File: src/rtl/raytracer_pkg.sv
// Shared types and helpers for the DDA ray marcher: FSM encoding,
// empty-tile constant and width helpers for grid and step counters.
`timescale 1ns/1ps
package raytracer_pkg;

  typedef enum logic [2:0] {
    S_IDLE  = 3'd0,
    S_LOAD  = 3'd1,
    S_FETCH = 3'd2,
    S_CHECK = 3'd3,
    S_STEP  = 3'd4,
    S_DONE  = 3'd5
  } state_t;

  localparam int TILE_EMPTY = 0;

  function automatic int grid_w(input int pos_w, input int cell_shift);
    return pos_w - cell_shift;
  endfunction

  function automatic int steps_w(input int max_steps);
    return $clog2(max_steps + 1);
  endfunction

endpackage

File: src/rtl/raytracer_dda_if.sv
// Trace request/result and tile RAM signals of the ray marcher.
// slave = the marcher itself, master = caller plus tile RAM.
`timescale 1ns/1ps
interface raytracer_dda_if
  import raytracer_pkg::*;
#(
  parameter int POS_W_X    = 14,
  parameter int POS_W_Y    = 13,
  parameter int CELL_SHIFT = 8,
  parameter int TILE_W     = 3,
  parameter int MAX_STEPS  = 64
);
  localparam int GXW = grid_w(POS_W_X, CELL_SHIFT);
  localparam int GYW = grid_w(POS_W_Y, CELL_SHIFT);
  localparam int SW  = steps_w(MAX_STEPS);

  logic               start;
  logic               cancel;
  logic [POS_W_X-1:0] pos_x;
  logic [POS_W_Y-1:0] pos_y;
  logic [POS_W_X:0]   dir_x;
  logic [POS_W_Y:0]   dir_y;
  logic               busy;
  logic               done;
  logic               hit;
  logic               oob;
  logic               timeout;
  logic [GXW-1:0]     result_x;
  logic [GYW-1:0]     result_y;
  logic [TILE_W-1:0]  result_tile;
  logic [SW-1:0]      steps;
  logic [GXW-1:0]     grid_x;
  logic [GYW-1:0]     grid_y;
  logic [TILE_W-1:0]  grid_out;

  modport slave (
    input  start, cancel, pos_x, pos_y, dir_x, dir_y, grid_out,
    output busy, done, hit, oob, timeout, result_x, result_y, result_tile,
           steps, grid_x, grid_y
  );

  modport master (
    output start, cancel, pos_x, pos_y, dir_x, dir_y, grid_out,
    input  busy, done, hit, oob, timeout, result_x, result_y, result_tile,
           steps, grid_x, grid_y
  );

endinterface

File: src/rtl/raytracer_dda_step.sv
// One axis of the march: unsigned position plus signed step, with a flag
// when the result leaves [0, 2^POS_W).
`timescale 1ns/1ps
module raytracer_dda_step #(
  parameter int POS_W = 14
) (
  input  logic [POS_W-1:0] pos,
  input  logic [POS_W:0]   dir,
  output logic [POS_W-1:0] pos_next,
  output logic             oob
);
  // Two guard bits: bit POS_W+1 is the sign, bit POS_W flags overflow past the map.
  logic [POS_W+1:0] sum;

  assign sum      = {2'b00, pos} + {dir[POS_W], dir};
  assign pos_next = sum[POS_W-1:0];
  assign oob      = sum[POS_W+1] | sum[POS_W];

endmodule

File: src/rtl/raytracer_dda.sv
// Fixed-step ray marcher: walks a ray through the tile map one step per
// iteration until a solid tile, the map edge, the step budget or a cancel.
`timescale 1ns/1ps
module raytracer_dda
  import raytracer_pkg::*;
#(
  parameter int POS_W_X     = 14,
  parameter int POS_W_Y     = 13,
  parameter int CELL_SHIFT  = 8,
  parameter int TILE_W      = 3,
  parameter int MAX_STEPS   = 64,
  parameter int MEM_LATENCY = 0
) (
  input logic           clock,
  input logic           reset,
  raytracer_dda_if.slave bus
);
  localparam int GXW = grid_w(POS_W_X, CELL_SHIFT);
  localparam int GYW = grid_w(POS_W_Y, CELL_SHIFT);
  localparam int SW  = steps_w(MAX_STEPS);
  localparam logic [SW-1:0]     STEP_LIMIT = SW'(MAX_STEPS);
  localparam logic [TILE_W-1:0] EMPTY      = TILE_W'(TILE_EMPTY);
  localparam logic [1:0]        LAT_LAST   = 2'(MEM_LATENCY - 1);
  localparam state_t            AFTER_MOVE = (MEM_LATENCY > 0) ? S_FETCH : S_CHECK;

  state_t              state_reg, state_next;
  logic [POS_W_X-1:0]  pos_x_reg, next_x;
  logic [POS_W_Y-1:0]  pos_y_reg, next_y;
  logic [POS_W_X:0]    dir_x_reg;
  logic [POS_W_Y:0]    dir_y_reg;
  logic [SW-1:0]       step_cnt_reg, step_cnt_inc;
  logic [1:0]          lat_cnt_reg;
  logic                oob_x, oob_y;
  logic                hit_reg, oob_reg, timeout_reg;
  logic                hit_next, oob_next, timeout_next;
  logic [GXW-1:0]      res_x_reg;
  logic [GYW-1:0]      res_y_reg;
  logic [TILE_W-1:0]   res_tile_reg;
  logic [SW-1:0]       steps_reg;
  logic                load_en, step_en, finish_en;

  raytracer_dda_step #(.POS_W(POS_W_X)) u_step_x (
    .pos(pos_x_reg), .dir(dir_x_reg), .pos_next(next_x), .oob(oob_x)
  );
  raytracer_dda_step #(.POS_W(POS_W_Y)) u_step_y (
    .pos(pos_y_reg), .dir(dir_y_reg), .pos_next(next_y), .oob(oob_y)
  );

  assign step_cnt_inc = step_cnt_reg + 1'b1;

  always_comb begin
    state_next   = state_reg;
    load_en      = 1'b0;
    step_en      = 1'b0;
    finish_en    = 1'b0;
    hit_next     = 1'b0;
    oob_next     = 1'b0;
    timeout_next = 1'b0;
    case (state_reg)
      S_IDLE:  if (bus.start && !bus.cancel) state_next = S_LOAD;
      S_LOAD: begin
        load_en    = 1'b1;
        state_next = AFTER_MOVE;
      end
      S_FETCH: if (lat_cnt_reg == LAT_LAST) state_next = S_CHECK;
      S_CHECK: begin
        if (bus.grid_out != EMPTY) begin
          hit_next   = 1'b1;
          finish_en  = 1'b1;
          state_next = S_DONE;
        end else if (step_cnt_reg == STEP_LIMIT) begin
          timeout_next = 1'b1;
          finish_en    = 1'b1;
          state_next   = S_DONE;
        end else begin
          state_next = S_STEP;
        end
      end
      S_STEP: begin
        step_en = 1'b1;
        if (oob_x || oob_y) begin
          oob_next   = 1'b1;
          finish_en  = 1'b1;
          state_next = S_DONE;
        end else begin
          state_next = AFTER_MOVE;
        end
      end
      S_DONE:  state_next = S_IDLE;
      default: state_next = S_IDLE;
    endcase
    // A cancelled trace leaves no trace of itself in the result registers.
    if (state_reg != S_IDLE && bus.cancel) begin
      state_next = S_IDLE;
      load_en    = 1'b0;
      step_en    = 1'b0;
      finish_en  = 1'b0;
    end
  end

  always_ff @(posedge clock) begin
    if (!reset) begin
      state_reg    <= S_IDLE;
      pos_x_reg    <= '0;
      pos_y_reg    <= '0;
      dir_x_reg    <= '0;
      dir_y_reg    <= '0;
      step_cnt_reg <= '0;
      lat_cnt_reg  <= '0;
      hit_reg      <= 1'b0;
      oob_reg      <= 1'b0;
      timeout_reg  <= 1'b0;
      res_x_reg    <= '0;
      res_y_reg    <= '0;
      res_tile_reg <= '0;
      steps_reg    <= '0;
    end else begin
      state_reg <= state_next;
      if (state_reg == S_FETCH && state_next == S_FETCH) lat_cnt_reg <= lat_cnt_reg + 1'b1;
      else                                               lat_cnt_reg <= '0;
      if (load_en) begin
        pos_x_reg    <= bus.pos_x;
        pos_y_reg    <= bus.pos_y;
        dir_x_reg    <= bus.dir_x;
        dir_y_reg    <= bus.dir_y;
        step_cnt_reg <= '0;
      end
      if (step_en) begin
        step_cnt_reg <= step_cnt_inc;
        if (!(oob_x || oob_y)) begin
          pos_x_reg <= next_x;
          pos_y_reg <= next_y;
        end
      end
      if (finish_en) begin
        hit_reg      <= hit_next;
        oob_reg      <= oob_next;
        timeout_reg  <= timeout_next;
        res_x_reg    <= pos_x_reg[POS_W_X-1:CELL_SHIFT];
        res_y_reg    <= pos_y_reg[POS_W_Y-1:CELL_SHIFT];
        res_tile_reg <= hit_next ? bus.grid_out : EMPTY;
        steps_reg    <= step_en ? step_cnt_inc : step_cnt_reg;
      end
    end
  end

  assign bus.busy        = (state_reg != S_IDLE);
  assign bus.done        = (state_reg == S_DONE);
  assign bus.hit         = hit_reg;
  assign bus.oob         = oob_reg;
  assign bus.timeout     = timeout_reg;
  assign bus.result_x    = res_x_reg;
  assign bus.result_y    = res_y_reg;
  assign bus.result_tile = res_tile_reg;
  assign bus.steps       = steps_reg;
  assign bus.grid_x      = pos_x_reg[POS_W_X-1:CELL_SHIFT];
  assign bus.grid_y      = pos_y_reg[POS_W_Y-1:CELL_SHIFT];

endmodule
File: src/flat_wrapper.sv
// flat-port wrapper written by rule: the top's interface ports become plain ports
module raytracer_dda_flat import raytracer_pkg::*;
#(
  parameter int POS_W_X     = 14,
  parameter int POS_W_Y     = 13,
  parameter int CELL_SHIFT  = 8,
  parameter int TILE_W      = 3,
  parameter int MAX_STEPS   = 64,
  parameter int MEM_LATENCY = 0
)
  (clock, reset, bus_start, bus_cancel, bus_pos_x, bus_pos_y, bus_dir_x, bus_dir_y, bus_grid_out, bus_busy, bus_done, bus_hit, bus_oob, bus_timeout, bus_result_x, bus_result_y, bus_result_tile, bus_steps, bus_grid_x, bus_grid_y);
  raytracer_dda_if #(.POS_W_X(POS_W_X), .POS_W_Y(POS_W_Y), .CELL_SHIFT(CELL_SHIFT), .TILE_W(TILE_W), .MAX_STEPS(MAX_STEPS)) bus_i ();
  input logic clock;
  input logic reset;
  input wire logic [$bits(bus_i.start)-1:0] bus_start;
  input wire logic [$bits(bus_i.cancel)-1:0] bus_cancel;
  input wire logic [$bits(bus_i.pos_x)-1:0] bus_pos_x;
  input wire logic [$bits(bus_i.pos_y)-1:0] bus_pos_y;
  input wire logic [$bits(bus_i.dir_x)-1:0] bus_dir_x;
  input wire logic [$bits(bus_i.dir_y)-1:0] bus_dir_y;
  input wire logic [$bits(bus_i.grid_out)-1:0] bus_grid_out;
  output wire logic [$bits(bus_i.busy)-1:0] bus_busy;
  output wire logic [$bits(bus_i.done)-1:0] bus_done;
  output wire logic [$bits(bus_i.hit)-1:0] bus_hit;
  output wire logic [$bits(bus_i.oob)-1:0] bus_oob;
  output wire logic [$bits(bus_i.timeout)-1:0] bus_timeout;
  output wire logic [$bits(bus_i.result_x)-1:0] bus_result_x;
  output wire logic [$bits(bus_i.result_y)-1:0] bus_result_y;
  output wire logic [$bits(bus_i.result_tile)-1:0] bus_result_tile;
  output wire logic [$bits(bus_i.steps)-1:0] bus_steps;
  output wire logic [$bits(bus_i.grid_x)-1:0] bus_grid_x;
  output wire logic [$bits(bus_i.grid_y)-1:0] bus_grid_y;
  assign bus_i.start = bus_start;
  assign bus_i.cancel = bus_cancel;
  assign bus_i.pos_x = bus_pos_x;
  assign bus_i.pos_y = bus_pos_y;
  assign bus_i.dir_x = bus_dir_x;
  assign bus_i.dir_y = bus_dir_y;
  assign bus_i.grid_out = bus_grid_out;
  assign bus_busy = bus_i.busy;
  assign bus_done = bus_i.done;
  assign bus_hit = bus_i.hit;
  assign bus_oob = bus_i.oob;
  assign bus_timeout = bus_i.timeout;
  assign bus_result_x = bus_i.result_x;
  assign bus_result_y = bus_i.result_y;
  assign bus_result_tile = bus_i.result_tile;
  assign bus_steps = bus_i.steps;
  assign bus_grid_x = bus_i.grid_x;
  assign bus_grid_y = bus_i.grid_y;
  raytracer_dda #(.POS_W_X(POS_W_X), .POS_W_Y(POS_W_Y), .CELL_SHIFT(CELL_SHIFT), .TILE_W(TILE_W), .MAX_STEPS(MAX_STEPS), .MEM_LATENCY(MEM_LATENCY)) u_core (.clock(clock), .reset(reset), .bus(bus_i));
endmodule
File: config.mk
export PLATFORM = sky130hd
export DESIGN_NAME = raytracer_dda_flat
export DESIGN_NICKNAME = d
export VERILOG_FILES = /design/src/rtl/raytracer_pkg.sv /design/src/rtl/raytracer_dda_if.sv /design/src/rtl/raytracer_dda_step.sv /design/src/rtl/raytracer_dda.sv /design/src/flat_wrapper.sv
export SDC_FILE = /design/constraint.sdc
export NUM_CORES = 1
export LEC_CHECK = 0
export ABC_AREA = 1
export ABC_CLOCK_PERIOD_IN_PS = 5400
export CORE_MARGIN = 3
export CORE_UTILIZATION = 55
export CTS_CLUSTER_SIZE = 25
export DETAILED_ROUTE_END_ITERATION = 12
export GPL_ROUTABILITY_DRIVEN = 0
export PLACE_DENSITY = 0.84
export SLEW_MARGIN = 25
export SYNTH_ARGS = -nofsm -noshare
export SYNTH_HDL_FRONTEND = slang
export SYNTH_SLANG_ARGS = --single-unit
File: constraint.sdc
create_clock -name clock -period 5.4 [get_ports clock]
set_clock_uncertainty 0.15 [all_clocks]
set_input_delay 1.08 -clock clock [delete_from_list [all_inputs] [get_ports clock]]
set_output_delay 1.08 -clock clock [all_outputs]
set_load 0.05 [all_outputs]
* After elaboration in Yosys (flattened, before gate mapping)
Cells that the tools add are included.
** Storage, ports and cells
- Register bits :: 92
- Latch bits :: 0
- Memory bits (writable) :: 0
- Memory bits (read-only) :: 0
- Input bits :: 63
- Output and inout port bits :: 37
- Logic and storage cells :: 69
- Memories kept :: 0
** Cells by class
- $add $sub $neg :: 4
- $mul :: 0
- Div/mod/pow operators :: 0
- Order comparisons :: 0
- Equal/unequal tests :: 8
- Shifts and indexed selects :: 0
- Muxes and demuxes :: 31
- Bitwise logic cells :: 2
- Reductions and logical operators :: 10
** Operators by type and width (number)
- 14-bit 2-to-1 mux :: 3
- 13-bit 2-to-1 mux :: 3
- 7-bit 2-to-1 mux :: 3
- 3-bit 2-to-1 mux :: 6
- 15-bit by 15-bit adder with 16-bit output :: 1
- 14-bit by 14-bit adder with 15-bit output :: 1
- 3-bit case mux with 5 select lines :: 1
- 1-bit 2-to-1 mux :: 14
- 3-bit by 2-bit == test with 1-bit output, second input constant :: 3
- 7-bit by 1-bit adder with 7-bit output, second input constant :: 1
- 7-bit == test, second input constant :: 1
- 3-bit == test, second input constant :: 2
- 3-bit nonzero test :: 2
- 3-bit by 1-bit == test with 1-bit output, second input constant :: 1
- 1-bit logical AND :: 3
- 3-bit zero test :: 1
- 2-bit by 1-bit adder with 2-bit output, second input constant :: 1
- 2-bit == test, second input constant :: 1
- 1-bit OR :: 2
- 1-bit case mux with 2 select lines :: 1
- 2-bit AND reduction :: 1
- 2-bit nonzero test :: 1
- 1-bit zero test :: 1
- 1-bit logical OR :: 1

* Depth between registers and ports, before layout
Gate-level depths: netlist of run 1.
- Word-level depth :: 9
- Gate-level depth with buffers :: 19
- Mapped depth without buffers :: 17

* Hierarchy
From an unflattened synthesis of run 1, not the netlist that was laid out.
** Second synthesis, totals
- Cells, all modules :: 877
- Area total of the unflattened synthesis :: 5695.5 um^2
** Modules (own cells, without submodules)
- raytracer_dda :: times used 1, cells each 561, area each 4055.1 um^2, seq. area each 1841.8 um^2
- raytracer_dda_step (u_core.u_step_x) :: times used 1, cells each 165, area each 855.8 um^2, seq. area each 0.0 um^2
- raytracer_dda_step (u_core.u_step_y) :: times used 1, cells each 151, area each 784.5 um^2, seq. area each 0.0 um^2

* Worst setup path after synthesis of run 1
OpenSTA, ideal clock, no wires.
- Kind :: reg2out
- Start point :: register u_core.state_reg[2]
- End point :: output bus_done
- Data arrival time :: 1.524 ns
- Required time :: 4.170 ns
- Setup slack :: 2.646 ns
- Stages on the path, launching flop included :: 3
- Buffers on the path :: 0
- Cell sequence :: dfxtp_1 > inv_1 > nor3_1
** On the way
- Word-level cells in the longest chain between the ends :: 1
** RTL lines
- from (decl) :: RTL line raytracer_dda.sv:26 : state_t state_reg, state_next;
- from (signal assigned) :: RTL line raytracer_dda.sv:118 : state_reg <= state_next;
- 3-bit == test :: RTL line raytracer_dda.sv:148 : assign bus.done = (state_reg == S_DONE);
- to (decl) :: RTL line flat_wrapper.sv:23 : output wire logic [$bits(bus_i.done)-1:0] bus_done;
Every way passes these cells.

* Worst setup path after layout of run 1
- Start point :: register u_core.dir_x_reg[0]
- End point :: register u_core.timeout_reg, in the netlist u_core.bus.timeout
** On the way
- Word-level cells in the longest chain between the ends :: 6
** RTL lines
- from (decl) :: RTL line raytracer_dda.sv:29 : logic [POS_W_X:0] dir_x_reg;
- from (signal assigned) :: RTL line raytracer_dda.sv:124 : dir_x_reg <= bus.dir_x;
- 15-bit by 15-bit adder with 16-bit output :: RTL line raytracer_dda_step.sv:15 : assign sum = {2'b00, pos} + {dir[POS_W], dir};
- 1-bit OR :: RTL line raytracer_dda_step.sv:17 : assign oob = sum[POS_W+1] | sum[POS_W];
- 1-bit logical OR :: RTL line raytracer_dda.sv:81 : if (oob_x || oob_y) begin
- 1-bit 2-to-1 mux :: RTL line raytracer_dda.sv:81
- 1-bit case mux with 2 select lines :: RTL line raytracer_dda.sv:59 : case (state_reg)
- 1-bit 2-to-1 mux :: RTL line raytracer_dda.sv:93 : if (state_reg != S_IDLE && bus.cancel) begin
- to (signal assigned) :: RTL line raytracer_dda.sv:138 : timeout_reg <= timeout_next;
- to (decl) :: RTL line raytracer_dda.sv:34 : logic hit_reg, oob_reg, timeout_reg;
Every way passes these cells.
A chain may end at the register's enable or synchronous reset.

==> results of run 1 <==
-- synth_stat cells (2+ instances only) --
| cell type | n |
|---|---|
| xor2_1 | 12 |
| o21ai_1 | 3 |
| o21a_1 | 10 |
| inv_2 | 2 |
| nand2_1 | 187 |
| nor2_2 | 5 |
| clkbuf_1 | 19 |
| nor3_1 | 7 |
| a31oi_1 | 4 |
| a21oi_1 | 47 |
| nor2_1 | 180 |
| o21bai_1 | 6 |
| buf_2 | 5 |
| xnor2_1 | 8 |
| inv_1 | 87 |
| nand2_2 | 6 |
| nand3_1 | 28 |
| nand4_1 | 2 |
| o21ai_0 | 66 |
| nor4_1 | 2 |
| or2_1 | 2 |
| and2_1 | 3 |
| ha_1 | 31 |
| buf_1 | 2 |
| dfxtp_1 | 92 |
| buf_4 | 14 |
| buf_6 | 3 |
| fa_1 | 2 |
-- power by group --
part           leakage, nW  total, mW  switching [mW]  internal [mW]
Combinational         2.32      0.331           0.194          0.137
Clock                0.130      0.618           0.260          0.358
Sequential           0.745      0.743          0.0267          0.716
-- how the worst max path moves through the flow --
stage                                    from                 end  slack, ps
after floorplan           u_core.state_reg[2]            bus_done       2650
after global placement             bus_cancel  u_core.bus.timeout       1670
after detailed placement           bus_cancel  u_core.bus.timeout       1520
after CTS                 u_core.dir_x_reg[0]  u_core.bus.timeout       1610
after global routing      u_core.dir_x_reg[0]  u_core.bus.timeout       1230
final                     u_core.dir_x_reg[0]  u_core.bus.timeout       1560
-- layout make-up --
class	count	share of cell area
clock buffers	9	0.0185
clock inverters	7	0.0217
inverters	90	0.0505
multi-input cells	616	0.458
flip-flops and latches	92	0.275
well taps	129	0.0241
repair buffers	103	0.152
-- worst max-delay path, cell delays in order, from the launching register on --
cell and delay, ps:
dfxtp_1 330, ha_1 220, fa_1 390, nand2_1 100
nand2_1 80, nand3_1 120, nand2_1 150, nand2_1 100
nand3_1 70, nand2_1 90, nand2_2 110, o21bai_1 610
nand2_1 740, inv_1 350, nor2_1 80, nor2_1 90
-- cells by family after synthesis --
kind of cell | synth area share
DFF | 0.336
xor gates and xnor gates | 0.0319
AOI/OAI and AO/OA | 0.132
and+or+nand+nor | 0.316
adders and majority gates | 0.0780
buffers and inverters | 0.106
-- metal layers --
metal | vias up | share of wire
li1 | 2775 | -
met1 | 2473 | 0.44
met2 | 166 | 0.48
met3 | 30 | 0.056
met4 | 0 | 0.019
met5 | - | 0
==> reports/metrics.csv, run 1 <==
metric,value,unit
number of iterations in the first detailed-routing pass,5,
status,completed,
global-route wire length before repair,22900,um
Post-CTS Hold Buffers,0,
Final Non-Filler Cells,1046,
fraction of final layout cells with drive strength greater than 1,0.0414,
setup slack after placement,1520,ps
number of setup buffers added after CTS,0,
total global routing track utilization,0.247,
type of element capturing the critical path,flop,
"most common cell after layout, fill and taps aside",nand2_1,
final antenna diode count,0,
synthesized cell area,0.00548,sq mm
Detail Route Antenna Nets,0,
Iteration-0 DRC Markers,295,
R2R cell count,15,
setup repair after global routing missed its margin,false,
sum of negative setup slack,0,ps
Static Leakage,3.20,nW
total half-perimeter wirelength after legalization and detailed placement,10000,um
clock transition at the registers of the reported paths,100,ps
sequential cell area in the final layout,0.00184,sq mm
CP Data Arrival Time,3980,ps
number of clock buffers inserted by TritonCTS,9,
syn nets,937,
root buffer cell,clkbuf_8,
async set-or-reset flop fraction in the synthesized netlist,0,
transition at the pin with the smallest max-transition slack,1010,ps
worst IR drop on VDD,0.138,mV
Synth area leader,dfxtp_1,
die extent in x,106,um
critical path required time,5550,ps
global-route congestion overflow total,0,
Vias per Instance,5.20,
number of top-level pins,100,
launch instance of the worst register-to-register path,u_core.dir_x_reg[0],
sum of routed wire length over all layers,13800,um
met2 GRT Util,0.426,
Main synth FF type,dfxtp_1,
worst slack on hold paths,277,ps
area overhead of the layout relative to synthesis,22.0,%
final clock period utilization by the worst path,0.710,
global-route track usage on met3,0.0367,
placed inst area,0.00642,sq mm
CTS tree,yes,
Cells after Synth,841,
area occupied by multi-input gates,0.00307,sq mm
average instance area after synthesis,6.52,sq um
distinct cell type count after synthesis,34,
core area,0.00946,sq mm
setup slack on the worst flop-to-flop path,1560,ps
overall die height,106,um
flop and latch count out of synthesis,92,
max-slew violation total from the final report,0,
per-cell routed wire length,13.2,um
final-report hold violation count,0,
DP Cell Count,1030,
cell depth of the worst hold path,1,
layout net count,1008,
site row count,35,
proportion of netlist area held by the largest area contributor,0.336,
pwr/cell area,253,mW/mm^2
number of antenna violations at the first check in global routing,0,
largest cells by area after synthesis,"dfxtp_1, nand2_1, nor2_1",
most utilized layer in the global route result,met2,
synthesis warning total,0,
Layout fillers,784,
Relative slew margins,0.325,
min Tclk post-route,3840,ps
startpoint types,flop,
CP Max Fanout,31,
clock sink total,92,
H-Tree Depth,3,
drc violations,0,
final total power,1.69,mW
Max Clock Freq,0.261,GHz
initial core utilization,0.580,
"commonest cells after routing, fill and taps aside","nand2_1, nor2_1, clkdlybuf4s50_1",
number of global-route vias before repair,5128,
final worst slack,1560,ps
Hold Path Origin,u_core.lat_cnt_reg[0],
number of vias in the routed layout,5444,
final core area utilization,0.707,
count of cells resized by post-cts repair,0,
number of enable flip-flop cells after synthesis,0,
Hold Path End,u_core.lat_cnt_reg[0],
share of the yosys chip area belonging to registers,0.336,
kind of critical path,flop to flop,
global-route track usage on met1,0.314,
final count of negative-setup-slack endpoints,0,
type of the most critical hold path,flop to flop,
MaxCap Viol Count,0,
Max Root-Sink Buffers,2,
reg-to-reg critical path endpoint,u_core.bus.timeout,
Die Area,0.0112,sq mm
Largest register FFs,15,
buffers added on ports,99,
maximum number of pins on one net before global-route repair,55,
"Clk Latency, worst-skew pair",360,ps
"final std cell area, no fill",0.00669,sq mm
Note: power is estimated with default switching activity, not from simulation.
==> run 2, diff against run 1 <==
--- a/config.mk
+++ b/config.mk
@@ -6,13 +6,13 @@
 export NUM_CORES = 1
 export LEC_CHECK = 0
 export ABC_AREA = 1
-export ABC_CLOCK_PERIOD_IN_PS = 5400
+export ABC_CLOCK_PERIOD_IN_PS = 3600
 export CORE_MARGIN = 3
-export CORE_UTILIZATION = 55
+export CORE_UTILIZATION = 53
 export CTS_CLUSTER_SIZE = 25
 export DETAILED_ROUTE_END_ITERATION = 12
 export GPL_ROUTABILITY_DRIVEN = 0
-export PLACE_DENSITY = 0.84
+export PLACE_DENSITY = 0.82
 export SLEW_MARGIN = 25
 export SYNTH_ARGS = -nofsm -noshare
 export SYNTH_HDL_FRONTEND = slang
==> constraint.sdc (replaced) <==
create_clock -name clock -period 3.6 [get_ports clock]
set_clock_uncertainty 0.15 [all_clocks]
set_input_delay 0.72 -clock clock [delete_from_list [all_inputs] [get_ports clock]]
set_output_delay 0.72 -clock clock [all_outputs]
set_load 0.05 [all_outputs]
==> reports/metrics.csv, run 2 (synthesis gave the netlist of run 1 again) <==
metric,value,unit
Detail Route Antenna Nets,0,
fraction of final layout cells with drive strength greater than 1,0.0457,
final count of negative-setup-slack endpoints,0,
per-cell routed wire length,12.3,um
"most common cell after layout, fill and taps aside",nand2_1,
"Top cell by count, worst path",nand2_1,
clock sink total,92,
global-route congestion overflow total,0,
final-report hold violation count,0,
global-route track usage on met3,0.0294,
pwr/cell area,345,mW/mm^2
root buffer cell,clkbuf_8,
H-Tree Depth,3,
number of clock buffers inserted by TritonCTS,9,
"Clk Latency, worst-skew pair",370,ps
CTS tree,yes,
number of iterations in the first detailed-routing pass,6,
final antenna diode count,0,
final clock period utilization by the worst path,0.837,
CP Data Arrival Time,3130,ps
buffers added on ports,99,
kind of critical path,flop to flop,
sum of negative setup slack,0,ps
Die Area,0.0116,sq mm
number of top-level pins,100,
type of element capturing the critical path,flop,
Critical Path Slowest Stage Cell,nand2_2,
"commonest cells after routing, fill and taps aside","nand2_1, nor2_1, clkdlybuf4s50_1",
total half-perimeter wirelength after legalization and detailed placement,9630,um
CP Max Fanout,47,
Post-CTS Hold Buffers,0,
Relative slew margins,0.445,
initial core utilization,0.553,
Max Root-Sink Buffers,2,
cell family with most CP delay,simple AND/OR/NAND/NOR gates,
setup repair after global routing missed its margin,false,
max-slew violation total from the final report,0,
overall die height,108,um
core area,0.00991,sq mm
sum of routed wire length over all layers,12900,um
worst slack on hold paths,279,ps
layout net count,1011,
number of antenna violations at the first check in global routing,0,
critical-path cell list,ha_1 -> fa_1 -> nand2_1 -> nand2_1 -> nand3_1 -> nand2_1 -> nand2_1 -> nand3_1 -> nand2_1 -> nand2_2 -> nor2_8 -> nand2_2 -> o21ai_0 -> nor2_1,
count of cells resized by post-cts repair,0,
worst IR drop on VDD,0.188,mV
number of setup buffers added after CTS,0,
total global routing track utilization,0.231,
number of vias in the routed layout,5282,
Static Leakage,3.19,nW
maximum cell stage delay along the critical path,500,ps
number of global-route vias before repair,4866,
min Tclk post-route,3010,ps
most utilized layer in the global route result,met2,
worst path buffer plus inverter count,0,
die extent in x,108,um
drc violations,0,
maximum number of pins on one net before global-route repair,55,
global-route wire length before repair,22000,um
status,completed,
site row count,36,
MaxCap Viol Count,0,
transition at the pin with the smallest max-transition slack,830,ps
Vias per Instance,5.02,
global-route track usage on met1,0.328,
type of the most critical hold path,flop to flop,
Iteration-0 DRC Markers,294,
area overhead of the layout relative to synthesis,21.4,%
startpoint types,flop,
Max Clock Freq,0.332,GHz
Largest register FFs,15,
met2 GRT Util,0.368,
critical path required time,3720,ps
clock transition at the registers of the reported paths,100,ps
[run 2: changes by cell type in the layout (fill, tap and decap cells not counted), sizes merged]
cell      before  now
buf            5    8
bufinv         4    0
clkbuf         9   10
clkinv         2    3
clkinvlp       1    0
inv           90   93
[run 2: report_power, final]
group	total (mW)	leakage, nW	switching [mW]	internal [mW]
Combinational	0.498	2.34	0.290	0.207
Sequential	1.11	0.745	0.0382	1.07
Clock	0.689	0.0998	0.404	0.285
[run 2: cell type report]
cell class / instances / area, sq um
Multi-Input combinational cell: 616 / 3070
Timing Repair Buffer: 106 / 1050
Sequential cell: 92 / 1840
Inverter: 90 / 338
Fill cell: 933 / 3250
Tap cell: 133 / 166
Clock inverter: 6 / 55.1
Clock buffer: 10 / 138
[run 2: path summary, 6_finish.rpt]
check	from	end	slack (ps)	cells after the start
setup / recovery	u_core.dir_x_reg[0]	u_core.pos_x_reg[13]	590	14
hold / removal	u_core.lat_cnt_reg[0]	u_core.lat_cnt_reg[0]	280	1
setup reg to reg	u_core.dir_x_reg[0]	u_core.pos_x_reg[13]	590	14
hold reg to reg	u_core.lat_cnt_reg[0]	u_core.lat_cnt_reg[0]	280	1
[run 2: layer usage]
layer | wire length (um) | vias to the layer above
met4 | 159 | 0
li1 | - | 2786
met2 | 5780 | 150
met5 | 0 | -
met3 | 692 | 14
met1 | 6290 | 2332
[run 2: stage by stage]
step	util	total power [mW]	cell area [sq um]	setup WS, ps	std cells
5_1_grt	0.672	2.42	6660	245	1053
2_1_floorplan	-	1.47	5480	1210	841
4_1_cts	0.672	2.31	6660	595	1053
3_5_place_dp	0.652	1.63	6460	551	1037
3_3_place_gp	0.652	1.62	6460	567	1037
6_report	0.672	2.30	6660	586	1053
